`src/rtl/ecc_apb_regfile.sv`:
```
// APB register bank that configures the ECC core, fires a one-cycle start pulse,
// and captures data_out / num_of_errors when the core signals completion.
module ecc_apb_regfile #(
  parameter int DATA_WIDTH      = 32,
  parameter int AMBA_WORD       = 32,
  parameter int AMBA_ADDR_WIDTH = 32
) (
  input  logic                       clk,
  input  logic                       rst,
  input  logic                       psel,
  input  logic                       penable,
  input  logic                       pwrite,
  input  logic [AMBA_ADDR_WIDTH-1:0] paddr,
  input  logic [AMBA_WORD-1:0]       pwdata,
  output logic [AMBA_WORD-1:0]       prdata,
  output logic                       start,
  output logic [1:0]                 ctrl,
  output logic [DATA_WIDTH-1:0]      data_in,
  output logic [1:0]                 codeword_width,
  output logic [DATA_WIDTH-1:0]      noise,
  input  logic                       operation_done,
  input  logic [DATA_WIDTH-1:0]      core_data_out,
  input  logic [1:0]                 core_num_errors
);

  localparam logic [2:0] A_CTRL   = 3'd0;
  localparam logic [2:0] A_DATA   = 3'd1;
  localparam logic [2:0] A_CW     = 3'd2;
  localparam logic [2:0] A_NOISE  = 3'd3;
  localparam logic [2:0] A_RESULT = 3'd4;
  localparam logic [2:0] A_STATUS = 3'd5;

  typedef enum logic [1:0] {IDLE = 2'd0, START = 2'd1, BUSY = 2'd2} state_t;

  typedef struct packed {
    logic [1:0]            ctrl;
    logic [DATA_WIDTH-1:0] data;
    logic [1:0]            cw;
    logic [DATA_WIDTH-1:0] noise;
  } cfg_t;

  typedef struct packed {
    logic [DATA_WIDTH-1:0] data;
    logic [1:0]            errs;
  } res_t;

  state_t state, state_nxt;
  cfg_t   cfg_q;
  res_t   res_q;
  logic   done_q, ovr_q;

  logic [2:0]           addr;
  logic                 wr_acc, rd_setup, rd_acc;
  logic                 cfg_wr, cfg_commit, ovr_set, go;
  logic                 busy, capture, stat_clr;
  logic [AMBA_WORD-1:0] rd_mux;
  logic                 unused_bits;

  assign addr     = paddr[4:2];
  assign wr_acc   = psel & penable & pwrite;
  assign rd_setup = psel & ~penable & ~pwrite;
  assign rd_acc   = psel & penable & ~pwrite;

  // Only the low four addresses are writable; everything else is dropped.
  assign cfg_wr     = wr_acc & ~addr[2];
  assign busy       = (state != IDLE);
  assign cfg_commit = cfg_wr & ~busy;
  assign ovr_set    = cfg_wr & busy;
  assign go         = cfg_commit & (addr == A_CTRL) & (pwdata[1:0] != 2'd3);
  assign capture    = (state == BUSY) & operation_done;
  assign stat_clr   = rd_acc & (addr == A_STATUS);

  // Upper address/data bits are architecturally ignored.
  assign unused_bits = ^{paddr, pwdata};

  always_ff @(posedge clk or negedge rst) begin
    if (!rst) state <= IDLE;
    else      state <= state_nxt;
  end

  always_comb begin
    state_nxt = state;
    case (state)
      IDLE:    if (go) state_nxt = START;
      START:   state_nxt = BUSY;
      BUSY:    if (operation_done) state_nxt = IDLE;
      default: state_nxt = IDLE;
    endcase
  end

  always_comb begin
    start = (state == START);
  end

  always_ff @(posedge clk or negedge rst) begin
    if (!rst) begin
      cfg_q <= '0;
    end else if (cfg_commit) begin
      case (addr)
        A_CTRL:  cfg_q.ctrl  <= pwdata[1:0];
        A_DATA:  cfg_q.data  <= pwdata[DATA_WIDTH-1:0];
        A_CW:    cfg_q.cw    <= pwdata[1:0];
        A_NOISE: cfg_q.noise <= pwdata[DATA_WIDTH-1:0];
        default: cfg_q <= cfg_q;
      endcase
    end
  end

  assign ctrl           = cfg_q.ctrl;
  assign data_in        = cfg_q.data;
  assign codeword_width = cfg_q.cw;
  assign noise          = cfg_q.noise;

  always_ff @(posedge clk or negedge rst) begin
    if (!rst)         res_q <= '0;
    else if (capture) res_q <= '{data: core_data_out, errs: core_num_errors};
  end

  // A completion landing on the STATUS read edge keeps done set.
  always_ff @(posedge clk or negedge rst) begin
    if (!rst) begin
      done_q <= 1'b0;
      ovr_q  <= 1'b0;
    end else begin
      if (capture)       done_q <= 1'b1;
      else if (stat_clr) done_q <= 1'b0;
      if (ovr_set)       ovr_q  <= 1'b1;
      else if (stat_clr) ovr_q  <= 1'b0;
    end
  end

  always_comb begin
    rd_mux = '0;
    case (addr)
      A_CTRL:   rd_mux = AMBA_WORD'(cfg_q.ctrl);
      A_DATA:   rd_mux = AMBA_WORD'(cfg_q.data);
      A_CW:     rd_mux = AMBA_WORD'(cfg_q.cw);
      A_NOISE:  rd_mux = AMBA_WORD'(cfg_q.noise);
      A_RESULT: rd_mux = AMBA_WORD'(res_q.data);
      A_STATUS: rd_mux = AMBA_WORD'({done_q, ovr_q, res_q.errs, busy});
      default:  rd_mux = '0;
    endcase
  end

  always_ff @(posedge clk or negedge rst) begin
    if (!rst)          prdata <= '0;
    else if (rd_setup) prdata <= rd_mux;
  end

endmodule

```
`config.mk`:
```
export PLATFORM = sky130hd
export DESIGN_NAME = ecc_apb_regfile
export DESIGN_NICKNAME = d
export VERILOG_FILES = /design/src/rtl/ecc_apb_regfile.sv
export SDC_FILE = /design/constraint.sdc
export NUM_CORES = 1
export LEC_CHECK = 0
export CAP_MARGIN = 5
export CELL_PAD_IN_SITES_DETAIL_PLACEMENT = 2
export CELL_PAD_IN_SITES_GLOBAL_PLACEMENT = 2
export CORE_MARGIN = 2
export CORE_UTILIZATION = 32
export CTS_BUF_LIST = sky130_fd_sc_hd__clkbuf_16
export CTS_CLUSTER_DIAMETER = 80
export DETAILED_ROUTE_END_ITERATION = 12
export GPL_ROUTABILITY_DRIVEN = 0
export PLACE_DENSITY_LB_ADDON = 0.1
export SLEW_MARGIN = 20
export SYNTH_ARGS = -nofsm -noshare
export SYNTH_HDL_FRONTEND = slang
export SYNTH_SLANG_ARGS = --single-unit
export TNS_END_PERCENT = 30
```
`constraint.sdc`:
```
create_clock -name clk -period 2.9 [get_ports clk]
set_input_delay 0.58 -clock clk [delete_from_list [all_inputs] [get_ports clk]]
set_output_delay 0.58 -clock clk [all_outputs]
set_load 0.01 [all_outputs]
```
==> run_results.csv <==
group,metric,value,unit
clock_network,cts_root_buf,"clkbuf_16",
finish,drive_gt1_share,30.4,%
clock_network,cts.clk_slew.worst_paths,0.06,ns
worst_setup_path,r2r-end,"noise[17]$_DFFE_PN0P_",
route,routedWlPerCell,21.6,um
min_path,min_path_type,"input pin to asynchronous set/reset pin",
worst_setup_path,worst-setup-path-type,"input pin to flop",
floorplanning,die_area,19800,um^2
global_route,globalRouteOverflowTotal,0,
sta,rsz0062_at_grt,"false",
synth,synth_area,5990,um^2
clock_network,clock_latency,0.42,ns
worst_setup_path,cp_cell_sequence,"clkdlybuf4s50_1 -> nand4b_4 -> nor4b_4 -> buf_4 -> mux2_2",
clock_network,htreeDepth,4,
route,via_per_inst,4.95,
synth,syn_inst,427,
clock_network,clockBufferDepth,2,
sta,setup_violations,0,
route,antenna_left,0,
run_status,status,"finished, final reports clean",
sta,drv_slew,0,
synth,synth-seq-cells,138,
route,first_iter_violations,92,
synth,ys.flop_type,"dfrtp_1",
sta,worstMarginPinSlew,0.584,ns
finish,fin_nets,716,
synth,yosysSeqAreaShare,57.7,%
place,dp_hpwl,12600,um
worst_setup_path,cp_max_fo,17,
synth,synth_nets,531,
run,max_cap_viol_count,0,
sta,fin_setup_tns,0,ns
worst_setup_path,r2r-start,"state[0]$_DFFE_PN0P_",
global_route,grt_antenna_before_repair,1,
synth,synth.top_cells.by_count,"138 x dfrtp_1, 117 x mux2_2, 29 x nand2_1",
global_route,grt_usage,19.6,%
sta,fmax,473,MHz
finish,synthToLayoutAreaGrowth,43.8,%
synth,async_flop_share,100,%
synth,synth_most_common_cell,"dfrtp_1",
global_route,grt_pass1_vias,5085,
place,postPlaceCellArea,8060,um^2
worst_setup_path,critPathTopFamily,"buffers and inverters",
global_route,grt_start_max_net_pins,57,
finish,finalInstanceArea,8610,um^2
worst_setup_path,r2r_setup_slack,0.99,ns
power_and_ir_drop,power.leakage,3.73,nW
sta,fin_skew,0.00660,ns
worst_setup_path,path_buf_inv,2,
route,dr.pass1.iters,4,
power_and_ir_drop,power_density,660,nW/um^2
worst_setup_path,crit_slowest_cell,"clkdlybuf4s50_1",
worst_setup_path,worst_setup_path_end_kind,"flop",
synth,synth_area_leaders,"dfrtp_1 58%, mux2_2 22%, a22oi_1 3.5%, mux2_4 2.5%, o21ai_0 2.3%",
place,portBuffers,175,
global_route,grt_pass1_wl,29600,um
floorplanning,die_x,141,um
sta,hold_viol_final,0,
synth,postSynthAreaPerCell,14.0,um^2
clock_network,cts_hold_buf,0,
worst_setup_path,cp.required,3.20,ns
route,drc,0,
floorplanning,die_height,141,um
worst_setup_path,worst_setup_path_start_kind,"input pin",
worst_setup_path,arrival,2.42,ns
clock_network,cts_tree,"yes",
sta,fin_crit,2.12,ns
floorplanning,rows,50,
sta,slew_headroom,61.0,%
sta,post-route-period-util,73.0,%
clock_network,clock_sinks,138,
synth,synth_edf_count,0,
power_and_ir_drop,peakVddDrop,0.381,mV
synth,yosysUniqueCellTypes,34,
finish,diodes,0,
clock_network,ctsResizeCount,0,
floorplanning,pin_count,205,
synth,yosysTopAreaCellShare,57.7,%
route,wl,18500,um
synth,yosysTopAreaCell,"dfrtp_1",
worst_setup_path,critPathMaxStageDelay,0.60,ns
clock_network,postCtsSetupRepairBufs,0,
worst_setup_path,rr_worst_depth,4,
floorplanning,core_area,18500,um^2
clock_network,cts_buffers,17,
route,vias,4244,
synth,yosys_warnings,0,
floorplanning,start_util,32.3,%
## worst max-delay path by stage
stage	start	end	slack (ns)	depth (start not counted)
floorplan	paddr[2]	noise[29]$_DFFE_PN0P_	0.92	5
global placement	penable	noise[17]$_DFFE_PN0P_	0.36	5
detailed placement	penable	noise[17]$_DFFE_PN0P_	0.33	5
CTS	state[0]$_DFFE_PN0P_	start	0.75	2
global route	penable	noise[21]$_DFFE_PN0P_	0.68	5
finish	penable	noise[17]$_DFFE_PN0P_	0.78	5
## layer usage
layer / up-vias / part of all wire [%] / global-route usage, %
met5: - / 0 / 0
met4: 0 / 0.78 / 4.42
met3: 10 / 4.9 / 5.88
met2: 99 / 52 / 34.6
met1: 2222 / 42 / 23.7
li1: 1913 / - / -
## through the flow
stage	setup WS (ns)	hold slack (ns)	instances	power (W)	utilization, %
6_report	0.784	0.116	858	0.00568	46.5
5_1_grt	0.679	0.149	858	0.00597	46.5
4_1_cts	0.752	0.135	858	0.00578	46.5
3_5_place_dp	0.327	0.474	827	0.00369	43.5
3_3_place_gp	0.364	0.463	827	0.00363	43.5
2_1_floorplan	0.919	0.284	427	0.00295	-
## area by class of cell
class | count | area (um^2)
clock buffers | 17 | 425
multi-input cells | 260 | 2390
flip-flops and latches | 138 | 3450
well taps | 234 | 293
inverters | 2 | 7.51
fillers | 1805 | 9910
repair buffers | 193 | 1920
clock inverters | 14 | 125
## report_power, final
group	internal (W)	switching [W]
logic	0.000749	0.000458
registers	0.00223	0.000206
clock network	0.00118	0.000864
total	0.00416	0.00153
## sequential cells by signal (all words and copies together) (netlist names)
| register | flops |
|---|---|
| state | 2 |
| prdata | 32 |
| codeword_width | 2 |
| ovr_q | 1 |
| done_q | 1 |
| noise | 32 |
| ctrl | 2 |
| res_q | 34 |
| data_in | 32 |
## logic make-up after synthesis
family	after synthesis	share of synthesized area [%]
DFF	138	57.7
muxes	136	26.5
AOI/OAI and AO/OA	71	7.61
buffers and inverters	29	2.90
and+or+nand+nor	53	5.29
## cells in the final DEF, fill, tap and decap left out, types with 2 or more instances in the layout
cell type,netlist,routed
buf_12,0,3
dfrtp_1,138,138
a211o_1,2,2
mux2i_1,2,2
nand2_1,29,29
mux2_1,5,5
o21ai_0,27,27
a31oi_1,3,3
a22oi_1,28,28
nor2b_1,4,3
clkinv_2,0,2
buf_4,0,15
mux2_4,10,10
clkinv_4,0,2
inv_6,0,3
mux2_2,117,117
nor2_1,7,7
clkbuf_16,0,17
clkinvlp_4,0,5
clkdlybuf4s50_1,0,173
a21oi_1,5,5
mux4_2,2,2
nor4b_4,2,2
inv_1,2,3
(Power assumes the default switching activity.)
==> RTL change 1, RTL diff (same settings) <==
`AMBA_WORD`: 32 -> 64.
--- a/src/rtl/ecc_apb_regfile.sv
+++ b/src/rtl/ecc_apb_regfile.sv
@@ -4,3 +4,3 @@
   parameter int DATA_WIDTH      = 32,
-  parameter int AMBA_WORD       = 32,
+  parameter int AMBA_WORD       = 64,
   parameter int AMBA_ADDR_WIDTH = 32
Interface: changed (resized prdata and pwdata); port bits go from 205 to 269. The function was not compared with the original's and may differ.
==> RTL change 1 against the unedited design <==
Sequential cell count is the same. Setup slack lost 0.032 ns. Non-clock buffer count down 1. Cell area up 1.6%. Total power fell by 0.57%. Critical path depth did not move. Area after synthesis is 4.1% higher. Routed wire length grew 1.2%. Count of clock-buffer cells in the layout stayed put. Global-route usage fell by 0.96 points. Largest power group unchanged.
==> RTL change 1: results <==
[layout]
nNetsFinal = 779
clk_share_pct = 6.11
drive_gt1_share_pct = 28.9
seq_cells = 138
regMostFlops = res_q
multi_input_area_share_pct = 28.6
seq_area_mm2 = 0.00345
comb.multi_input.count = 292
inv_count = 2
signal_buffers = 192
fillCellCount = 1939
nonClkBufAreaFrac_pct = 22.0
stdcell_count = 920

[run_status]
status = completed

[route]
routed-wl-met3_um = 1210
routed.top_layer = met4
drtIter0Drc = 120
drt-total-wl_um = 18700
vias_per_cell = 4.75
drt-pass1-iter-count = 4
met1_length_um = 8060
met2_length_um = 9250

[logic_synthesis]
yosys_warnings = 0
synth_area_leaders = dfrtp_1, mux2_2, buf_4
syn_inst = 460
ys_types = 36
synth_common_cells = dfrtp_1, mux2_2, buf_4
ys_seq_area_share_pct = 55.4
netlist_area_mm2 = 0.00623

[placement]
dp_cells = 889
hpwl_um = 12800

[critical_path]
worst_r2r_path_depth = 4
slowest_delay_ns = 0.60
crit_fanout = 26
critPathSlowestCell = clkdlybuf4s50_1
cp.arrival_ns = 2.45

[clocking]
post-cts-setup-buffers = 0
clk_pin_slew_worst_paths_ns = 0.06
ctsLongestPathBuffers = 2

[global_routing]
antenna_found_initial = 0
grt_max_degree = 60
grtUsageMet1_pct = 23.4
met2_usage_pct = 31.0
use_met3_pct = 6.03
grt_pass1_vias = 4971
grt_pass1_wl_um = 28900
grt_use_total_pct = 18.7

[pwr]
vdd_drop_max_v = 0.000405
leakagePower_uw = 0.00383

[timing]
finalClockSkew_ns = 0.00882
worst_slew_pin_slew_ns = 0.549
==> RTL change 1: changes by cell type after synthesis <==
cell    before  now
conb_1       0    1
buf_4        0   32
==> RTL change 1: metrics by stage <==
stage / worst slack (ns) / total power [uW] / instance area, um2 / utilization [%]
after floorplan: 0.919 / 3000 / 6350 / -
after global placement: 0.376 / 3650 / 8220 / 42.6
after detailed placement: 0.324 / 3710 / 8220 / 42.6
after CTS: 0.752 / 5740 / 8750 / 45.4
after global routing: 0.661 / 5940 / 8750 / 45.4
final: 0.752 / 5650 / 8750 / 45.4
==> RTL change 1: logic make-up (layout without fill, tap and decap cells) <==
group | Yosys count | after routing | share of synthesized area [%]
flip-flops | 138 | 138 | 55.4
multiplexers | 136 | 136 | 25.5
AO/OA/AOI/OAI | 71 | 71 | 7.31
buffers and inverters | 61 | 225 | 6.65
AND/OR/NAND/NOR | 53 | 53 | 5.08
other | 1 | 32 | 0.0602
==> RTL change 1: final timing paths <==
path	start	end	slack (ns)
hold reg to reg	prdata[17]	prdata[17]	0.48
setup / recovery	pwrite	data_in[20]	0.75
setup reg to reg	state[0]	data_in[20]	0.96
min in group clk	prdata[17]	prdata[17]	0.48
hold / removal	rst	state[1]	0.11
max in group asynchronous	rst	prdata[24]	1.98
==> RTL change 1: power breakdown <==
| part | switching [uW] | internal [uW] | leakage, uW |
|---|---|---|---|
| sequential | 214 | 2230 | 0.00182 |
| clock | 827 | 1160 | 0.000261 |
| combinational | 472 | 748 | 0.00176 |
==> RTL change 1: worst register-to-register path, cell delays in order (launching register included) <==
cell and delay, ns:
dfrtp_1 0.41, or2_0 0.39, nor4b_4 0.36, buf_12 0.28, mux2_2 0.40
==> RTL change 2, RTL diff (same flow settings) <==
Made on the original files. Encoding of `state_t`: now one-hot (3 bits for 3 states).
--- a/src/rtl/ecc_apb_regfile.sv
+++ b/src/rtl/ecc_apb_regfile.sv
@@ -32,3 +32,3 @@
 
-  typedef enum logic [1:0] {IDLE = 2'd0, START = 2'd1, BUSY = 2'd2} state_t;
+  typedef enum logic [2:0] {IDLE = 3'b001, START = 3'b010, BUSY = 3'b100} state_t;
 
Behaviour: no difference found for any inputs over 4 cycles, from zero or initial values and one cycle with rst low; so few cycles prove little.
==> RTL change 2 against the unedited design <==
Combinational power fell by 31%. Total power fell by 8.2%. Area after synthesis fell by 0.25%. Setup slack got worse by 0.12 ns. Sequential share of layout area barely moved. Sequential cell count rose by 1. Cell area rose by 0.87%. Routed wire length rose by 3.8%. Largest cell class unchanged. Largest power group unchanged.
==> RTL change 2: results <==
[run_status]
status = completed

[route]
met2_length_um = 9780
drt-total-wl_um = 19200
routed-wl-met3_um = 1020
vias_per_cell = 5.04
drtIter0Drc = 117
wl_per_cell_um = 21.4
met1_length_um = 8150

[logic_synthesis]
synth_common_cells = dfrtp_1, mux2_2, nand2_1
ys_types = 39
synth_mux_area_share_pct = 25.0
synth_fp_nets = 572
ys_seq_area_share_pct = 58.3
synth_compound_area_share_pct = 6.95
syn_inst = 468
synth_area_leaders = dfrtp_1, mux2_2, mux2i_1

[layout]
nNetsFinal = 759
fillCellCount = 1802
drive_gt1_share_pct = 24.3

[critical_path]
crit_fanout = 6
cp.arrival_ns = 1.65
critPathSlowestCell = clkdlybuf4s50_1
worstSetupStartpoint = state[1]
slowest_delay_ns = 0.56
r2r_start = state[0]

[global_routing]
grt_use_total_pct = 20.2
antenna_found_initial = 0
grt_pass1_wl_um = 30300

[timing]
worst_slew_pin_slew_ns = 0.551
finalClockSkew_ns = 0.0144

[pwr]
vdd_drop_max_v = 0.000384
leakagePower_uw = 0.00390

[placement]
hpwl_um = 13200
dp_cells = 865
placed_area_mm2 = 0.00810
-- RTL change 2: cell count changes after synthesis, sizes merged, moves of 5 or more --
cell   unedited run  this run
a21oi             5        30
a22oi            28         2
mux2            132       107
mux2i             2        29
nand2            29        34
nor2              7        29
-- RTL change 2: path summary, 6_finish.rpt --
check | slack, ns | cells past startpoint | end
setup / recovery | 0.67 | 2 | start
hold / removal | 0.13 | 1 | res_q[7]
setup reg to reg | 0.82 | 5 | data_in[25]
hold reg to reg | 0.49 | 2 | prdata[6]
max in group asynchronous | 2.02 | 2 | noise[18]
min in group clk | 0.49 | 2 | prdata[6]
-- RTL change 2: routing by layer --
layer	vias up	global-route usage [%]
met3	18	5.37
met5	-	0
met4	0	6.79
li1	2034	-
met1	2344	24.8
met2	123	34.7
-- RTL change 2: where the power goes --
part           internal [uW]  total [uW]  leakage (uW)  switching, uW
logic                    489         830       0.00172            342
registers               2090        2200       0.00189            118
clock network           1340        2180      0.000282            844
total                   3910        5220       0.00390           1300
-- RTL change 2: layout make-up --
type                            instances  area, um2  share of cell area [%]
Inverter                                2       7.51                  0.0864
Tap cell                              229        287                    3.30
Clock inverter                         15        158                    1.82
Timing Repair Buffer                  197       1980                    22.7
Multi-Input combinational cell        298       2350                    27.1
Sequential cell                       139       3480                    40.1
Clock buffer                           17        425                    4.90
-- RTL change 2: logic make-up after synthesis --
logic type | Yosys count
mux | 136
compound gates | 74
buf+inv | 31
simple gates | 88
flops | 139
-- RTL change 2: through the flow --
step | setup slack [ns] | utilization (%)
4_1_cts | 0.634 | 47.9
6_report | 0.669 | 47.9
2_1_floorplan | 1.01 | -
5_1_grt | 0.594 | 47.9
3_3_place_gp | 0.335 | 44.6
3_5_place_dp | 0.278 | 44.6
